===== src/rtl/serial_add_ctrl.sv =====
// serial_add_ctrl
//   Bit-serial add/subtract sequencer built around one 1-bit full-adder cell.
//   Operands are captured on an accepted start and fed to the cell LSB first,
//   one bit per clock, through a carry flip-flop. After WIDTH bit-cycles the
//   result and its flags are published together and done pulses for one cycle.
//
// Ports
//   clk      rising-edge clock
//   rst_n    asynchronous active-low reset
//   start    request, sampled only in IDLE
//   sub      0 = A+B, 1 = A-B (captured with start)
//   a_in     operand A (captured on the accepting edge)
//   b_in     operand B (captured on the accepting edge)
//   busy     high whenever state != IDLE
//   done     one-cycle pulse; result outputs valid from this cycle on
//   sum      registered result
//   cout     final carry out (subtract: 1 = no borrow)
//   ovf      signed overflow
//   zero     sum == 0
//
// state | meaning
// ------+---------------------------------------------------------
// IDLE  | waiting for start; outputs hold the last completed result
// RUN   | one operand bit per clock through the adder cell
// DONE  | result just published; done pulses, then back to IDLE

module serial_add_ctrl #(
  parameter int WIDTH = 8
) (
  input  logic             clk,
  input  logic             rst_n,
  input  logic             start,
  input  logic             sub,
  input  logic [WIDTH-1:0] a_in,
  input  logic [WIDTH-1:0] b_in,
  output logic             busy,
  output logic             done,
  output logic [WIDTH-1:0] sum,
  output logic             cout,
  output logic             ovf,
  output logic             zero
);

  localparam int CNT_W = $clog2(WIDTH);

  localparam logic [1:0] IDLE = 2'd0;
  localparam logic [1:0] RUN  = 2'd1;
  localparam logic [1:0] DONE = 2'd2;

  logic [1:0]       state;
  logic [WIDTH-1:0] sh_a;
  logic [WIDTH-1:0] sh_b;
  logic [WIDTH-1:0] sh_r;
  logic [CNT_W-1:0] cnt;
  logic             carry;

  logic             cell_s;
  logic             cell_c;
  logic [WIDTH-1:0] res_next;
  logic             last_bit;

  // The single full-adder cell.
  assign cell_s = sh_a[0] ^ sh_b[0] ^ carry;
  assign cell_c = (sh_a[0] & sh_b[0]) | (sh_a[0] & carry) | (sh_b[0] & carry);

  assign res_next = {cell_s, sh_r[WIDTH-1:1]};
  assign last_bit = (cnt == CNT_W'(WIDTH - 1));

  assign busy = (state != IDLE);
  assign done = (state == DONE);

  always_ff @(posedge clk or negedge rst_n) begin
    if (!rst_n) begin
      state <= IDLE;
      sh_a  <= '0;
      sh_b  <= '0;
      sh_r  <= '0;
      cnt   <= '0;
      carry <= 1'b0;
      sum   <= '0;
      cout  <= 1'b0;
      ovf   <= 1'b0;
      zero  <= 1'b0;
    end else begin
      case (state)
        IDLE: begin
          if (start) begin
            // Subtract is A + ~B + 1: invert B here, the +1 enters as carry-in.
            sh_a  <= a_in;
            sh_b  <= sub ? ~b_in : b_in;
            carry <= sub;
            cnt   <= '0;
            sh_r  <= '0;
            state <= RUN;
          end
        end
        RUN: begin
          carry <= cell_c;
          sh_r  <= res_next;
          sh_a  <= {1'b0, sh_a[WIDTH-1:1]};
          sh_b  <= {1'b0, sh_b[WIDTH-1:1]};
          cnt   <= cnt + CNT_W'(1);
          if (last_bit) begin
            // On the MSB edge the carry flop still holds the carry into the
            // MSB, so it serves directly as cin_msb for the overflow flag.
            state <= DONE;
            sum   <= res_next;
            cout  <= cell_c;
            ovf   <= carry ^ cell_c;
            zero  <= (res_next == '0);
          end
        end
        DONE: begin
          state <= IDLE;
        end
        default: begin
          state <= IDLE;
        end
      endcase
    end
  end

endmodule


===== config.mk =====
export PLATFORM = sky130hd
export DESIGN_NAME = serial_add_ctrl
export DESIGN_NICKNAME = d
export VERILOG_FILES = /design/src/rtl/serial_add_ctrl.sv
export SDC_FILE = /design/constraint.sdc
export NUM_CORES = 1
export LEC_CHECK = 0
export CAP_MARGIN = 15
export CORE_ASPECT_RATIO = 0.8
export CORE_MARGIN = 10
export CORE_UTILIZATION = 40
export CTS_CLUSTER_SIZE = 10
export DETAILED_ROUTE_END_ITERATION = 10
export PLACE_DENSITY_LB_ADDON = 0.15
export SLEW_MARGIN = 5
export SYNTH_ARGS = -nofsm -noshare
export SYNTH_HDL_FRONTEND = slang
export SYNTH_SLANG_ARGS = --single-unit

===== constraint.sdc =====
create_clock -name clk -period 4 [get_ports clk]
set_clock_uncertainty 0.1 [all_clocks]
set_input_delay 0.6 -clock clk [delete_from_list [all_inputs] [get_ports clk]]
set_output_delay 0.6 -clock clk [all_outputs]
set_load 0.01 [all_outputs]

==> results of run 1 <==
[metal layers]
| metal | GRT usage (%) | up-vias | wire length (µm) |
|---|---|---|---|
| met3 | 4.24 | 7 | 239 |
| met5 | 0 | - | 0 |
| met1 | 15.6 | 656 | 1990 |
| li1 | - | 642 | - |
| met2 | 15.2 | 28 | 1730 |
| met4 | 4.85 | 0 | 68 |
[cell usage in the layout, fill, tap and decap left out, types with 2 or more instances in the layout]
master | Yosys | routed
a21oi_1 | 10 | 10
a221o_1 | 5 | 5
a22o_1 | 9 | 9
a22oi_1 | 10 | 10
clkbuf_8 | 0 | 5
clkdlybuf4s50_1 | 0 | 31
dfrtp_1 | 40 | 40
ha_1 | 2 | 2
inv_1 | 6 | 6
mux2_2 | 10 | 10
nand2_1 | 7 | 7
nor2_1 | 3 | 3
nor2b_1 | 13 | 13
nor4_1 | 2 | 2
o211ai_1 | 2 | 2
o21ai_0 | 2 | 2
o21ai_1 | 10 | 10
o32ai_1 | 4 | 4
xnor2_1 | 8 | 8
[worst max-delay path, delay by kind of cell, from the launching register on]
| kind | cells | cell delay (ns) |
|---|---|---|
| flops | 1 | 0.81 |
| simple gates | 1 | 0.21 |
| buf+inv | 1 | 0.56 |
[area by class of cell]
cell class,instances,share of cell area [%]
Tap cell,60,3.28
Timing Repair Buffer,33,14.1
Clock inverter,3,0.930
Multi-Input combinational cell,104,33.9
Sequential cell,40,43.8
Inverter,6,0.985
Clock buffer,5,3.01
[state kept, by name, indices dropped and copies added, names as in the netlist]
name   flops
carry      1
cnt        3
cout       1
ovf        1
sh_a       8
sh_b       8
sh_r       7
state      2
sum        8
zero       1
[stage by stage]
step | hold WS (ns) | util, % | cell area, µm² | cells | worst slack, ns
floorplan | 0.204 | - | 1860 | 163 | 2.21
global placement | 0.377 | 48.3 | 2200 | 243 | 1.42
detailed placement | 0.379 | 48.3 | 2200 | 243 | 1.37
CTS | 0.352 | 50.3 | 2290 | 251 | 1.38
global route | 0.380 | 50.3 | 2290 | 251 | 1.29
finish | 0.315 | 50.3 | 2290 | 251 | 1.42
[power breakdown]
group / switching (mW) / internal (mW)
Combinational: 0.241 / 0.325
Clock: 0.149 / 0.124
Sequential: 0.152 / 0.565
Total: 0.543 / 1.01
[cells by family after synthesis]
family / Yosys count / share of synthesized area [%]
multiplexers: 11 / 6.60
flip-flops: 40 / 53.8
buffers and inverters: 19 / 4.51
AO/OA/AOI/OAI: 52 / 19.6
AND/OR/NAND/NOR: 29 / 8.82
XOR/XNOR: 9 / 4.24
adder cells (fa/ha/maj): 3 / 2.42
[cell usage after synthesis]
master     n  area share, %
a21oi_1   10            2.7
a221o_1    5            2.7
a22o_1     9            4.2
a22oi_1   10            4.0
buf_2      7            1.9
buf_4      1           0.40
clkbuf_1   5            1.0
dfrtp_1   40             54
fa_1       1            1.1
ha_1       2            1.3
inv_1      6            1.2
mux2_2    10            6.1
mux2i_1    1           0.54
nand2_1    7            1.4
nand3b_2   1           0.61
nor2_1     3           0.61
nor2b_1   13            4.4
nor4_1     2           0.67
o211ai_1   2           0.81
o21ai_0    2           0.54
o21ai_1   10            2.7
o32ai_1    4            1.9
or2_1      1           0.34
or2_2      1           0.34
or3b_1     1           0.47
xnor2_1    8            3.8
xor2_1     1           0.47
[final timing paths]
check	depth (start not counted)	slack, ns	to
setup / recovery	2	1.42	done
hold / removal	1	0.31	sum[5]$_DFFE_PN0P_
setup reg to reg	4	1.92	sh_b[0]$_DFFE_PN0P_
hold reg to reg	2	0.40	ovf$_DFFE_PN0P_
max in group asynchronous	1	2.94	sh_b[6]$_DFFE_PN0P_
min in group clk	2	0.40	ovf$_DFFE_PN0P_
==> run summary, run 1 <==
net count reported at finish: 213
area grow syn2layout: 22.9%
Final setup violation count: 0
Core Area: 4540 µm²
Yosys reg bits: 40
TritonCTS clock tree: done
drt drc: 0
Layout fillers: 427
minimum clock period: 2.58 ns
Rel. slew slack: 42.1%
Pwr Total: 1.56 mW
Final TNS setup: 0 ns
WL/cell: 16.0 µm
part of the cycle the worst path needs: 64.6%
static leakage: 0.966 nW
root buffer cell: clkbuf_8
Post-CTS Setup Bufs: 0
slew at the pin with the worst max-slew slack: 0.868 ns
slowest cell on the critical path: dfrtp_1
Placer Congestion: 0.759
area of the mapped netlist: 1860 µm²
Inserted Clock Buffers: 5
Iteration-0 DRC Markers: 55
GR Util All Layers: 11.3%
layout cells sized above 1: 11.5%
Initial Util: 40.9%
full die area: 7790 µm²
CTS H-tree lvls: 2
gr ovfl total: 0
multi-input logic area: 774 µm²
CP arrival: 1.88 ns
DIE HEIGHT: 81.0 µm
Detailed Route WL: 4030 µm
Setup crit start kind: flop
Vias: 1333
die span in x: 96.2 µm
port bufs: 32
routed vias/inst: 5.31
Power Dens Cells: 681 nW/µm²
syn nets: 186
max frequency: 387 MHz
crit-path cells: nor2b_1 > clkdlybuf4s50_1
first-pass GRT wire length: 6880 µm
Worst Path Required: 3.30 ns
I/O pin count: 33
vias in the first global route: 1357
syn avg cell area: 11.4 µm²
Worst Setup SP: state[1]$_DFFE_PN0P_
unrepaired setup endpoints after global routing: no
status: finished, final reports clean
reg-to-reg startpoint: state[0]$_DFFE_PN0P_
CP Capture Type: primary output
largest net degree at the start of global routing: 41
CP Max Fanout: 24
Max VDD drop: 0.383 mV
initial antenna violation count: 0
Worst-Skew Late Latency: 0.30 ns
Final Hold Fails: 0
class of the worst hold path: primary input to async pin
Worst path max stage delay: 0.81 ns
sequential-to-total area share from yosys stat: 53.8%
Yosys warnings: 0
register area: 1000 µm²
Cell Rows: 22
CTS clk-pin slew, worst paths: 0.08 ns
post-synth cell types: 27
clk sinks: 40
critical path type: flop to primary output
Initial DRT Pass Iterations: 4
Mapped Cells: 163
max_cap viols: 0
Final ANT Viol Nets: 0
antenna cells: 0
Post-CTS Hold Buffers: 0
Max Transition Viols Final: 0
post_cts resized: 0
clk buf depth: 2
hpwl dp: 2790 µm
Power figures use the tool's default switching activity.
==> run 2: changes to the inputs <==
==> constraint.sdc (replaced) <==
create_clock -name clk -period 2.1 [get_ports clk]
set_clock_uncertainty 0.1 [all_clocks]
set_input_delay 0.315 -clock clk [delete_from_list [all_inputs] [get_ports clk]]
set_output_delay 0.315 -clock clk [all_outputs]
set_load 0.01 [all_outputs]
==> run 2 against run 1 <==
Against the previous run:
- via count is 5.3% higher
- routed wire length is 11% higher
- critical path type unchanged
- sequential share of layout area is 2.1 points lower
- clock-buffer cell count is 2 higher
- sequential cell count stayed put
- register-to-register slack worse by 1.6 ns
- design area is 5.3% higher
- final cell count is 3.6% higher
- non-clock buffer count is 9 higher
- first-iteration DRC count is 64% higher
- combinational power is 100% higher
==> run summary, run 2 (same netlist as run 1, synthesis figures left out) <==
Initial DRT Pass Iterations: 4
WL/cell: 17.2 µm
part of the cycle the worst path needs: 95.0%
TritonCTS clock tree: done
Cell Rows: 22
GR Util All Layers: 12.0%
Max Transition Viols Final: 0
Post-Layout Cell Count: 260
clk buf depth: 2
CTS H-tree lvls: 2
capturing point of the worst reg2reg path: carry$_DFFE_PN0P_
gr ovfl total: 0
Final Hold Fails: 0
CP Capture Type: primary output
Final TNS setup: 0 ns
Worst-Skew Late Latency: 0.29 ns
Detailed Route WL: 4460 µm
Initial Util: 40.9%
worst hold margin: 0.404 ns
slowest cell on the critical path: dfrtp_2
port bufs: 32
area grow syn2layout: 29.4%
die span in x: 96.2 µm
Worst Path Required: 1.68 ns
max_cap viols: 0
Hold Path Cell Cnt: 2
Vias: 1403
crit-path cells: or2_2 > clkdlybuf4s50_1
max frequency: 501 MHz
hpwl dp: 3200 µm
Post-CTS Setup Bufs: 0
Worst path max stage delay: 0.50 ns
net count reported at finish: 222
Power Dens Cells: 1330 nW/µm²
drt drc: 0
Hold EP: zero$_DFFE_PN0P_
static leakage: 1.03 nW
layout cells sized above 1: 15.5%
worst r2r path cells: 4
critical path type: flop to primary output
largest net degree at the start of global routing: 22
worst min-delay path startpoint: zero$_DFFE_PN0P_
clk sinks: 40
slew at the pin with the worst max-slew slack: 0.599 ns
commonest non-fill, non-tap cells in the layout: 39 x dfrtp_1, 31 x clkdlybuf4s50_1, 13 x nor2b_1
class of the worst hold path: flop to flop
biggest regs: sh_a x8, sh_b x8, sum x8
Inserted Clock Buffers: 5
Iteration-0 DRC Markers: 90
unrepaired setup endpoints after global routing: no
full die area: 7790 µm²
root buffer cell: clkbuf_8
Max VDD drop: 0.709 mV
antenna cells: 0
Final ANT Viol Nets: 0
routed vias/inst: 5.40
Placer Congestion: 0.765
CP Max Fanout: 11
Placed Instances: 251
cell family with most CP delay: flip-flops
vias in the first global route: 1428
Rel. slew slack: 60.0%
DIE HEIGHT: 81.0 µm
FF-to-FF setup slack: 0.34 ns
CTS clk-pin slew, worst paths: 0.08 ns
WP buf/inv: 1
Core Area: 4540 µm²
Pwr Total: 3.19 mW
Setup crit start kind: flop
minimum clock period: 1.99 ns
CP arrival: 1.58 ns
first-pass GRT wire length: 7370 µm
commonest non-fill, non-tap cell in the layout: dfrtp_1
status: finished, final reports clean
I/O pin count: 33
initial antenna violation count: 0
reg-to-reg startpoint: state[0]$_DFFE_PN0P_
Final setup violation count: 0
==> run 2: what timing repair did <==
item | 4_1_cts | 5_1_grt
hold buffers | 1 | 0
setup endpoints to repair | 0 | 1
hold endpoints to repair | 20 | 0
gates resized for setup | 0 | 1
==> run 2: cell type report <==
type | count | area (µm²)
fill | 418 | 2140
multi-input combinational | 104 | 774
clock buffer | 7 | 96.3
inverter | 6 | 22.5
tap | 60 | 75.1
sequential | 40 | 1000
timing repair buffer | 42 | 405
clock inverter | 1 | 30.0
==> run 2: report_power, final <==
group,total [mW],internal [mW],switching (mW),leakage (nW)
Clock,0.677,0.419,0.258,0.0645
Combinational,1.16,0.649,0.516,0.448
Sequential,1.35,1.08,0.268,0.521
==> run 2: worst max path at each step <==
stage | end | cells past startpoint | slack, ns | from
4_1_cts | busy | 2 | 0.03 | state[0]$_DFFE_PN0P_
2_1_floorplan | cout$_DFFE_PN0P_ | 5 | 0.47 | cnt[0]$_DFFE_PN0P_
3_5_place_dp | sh_b[3]$_DFFE_PN0P_ | 4 | 0.19 | start
5_1_grt | done | 2 | 0.05 | state[1]$_DFFE_PN0P_
3_3_place_gp | sh_b[3]$_DFFE_PN0P_ | 4 | 0.24 | start
6_report | busy | 2 | 0.11 | state[0]$_DFFE_PN0P_
==> run 2: metrics by stage <==
step | instance area [µm²] | util (%) | setup slack [ns]
floorplan | 1860 | - | 0.465
global placement | 2270 | 49.9 | 0.235
detailed placement | 2270 | 49.9 | 0.191
CTS | 2400 | 52.9 | 0.0345
global route | 2410 | 53.0 | 0.0482
finish | 2410 | 53.0 | 0.105
==> run 2: worst reg2reg max path, cell delays in order (launching register included) <==
cell	delay (ns)
dfrtp_2	0.49
nor2b_1	0.54
buf_4	0.35
a22oi_1	0.11
o21ai_1	0.10
==> run 2: per-layer routing <==
layer	up-vias	GRT usage [%]	share of wire [%]
li1	654	-	-
met1	715	17.6	50
met2	29	16.2	44
met3	5	3.96	4.6
met4	0	3.53	0.76
met5	-	0	0
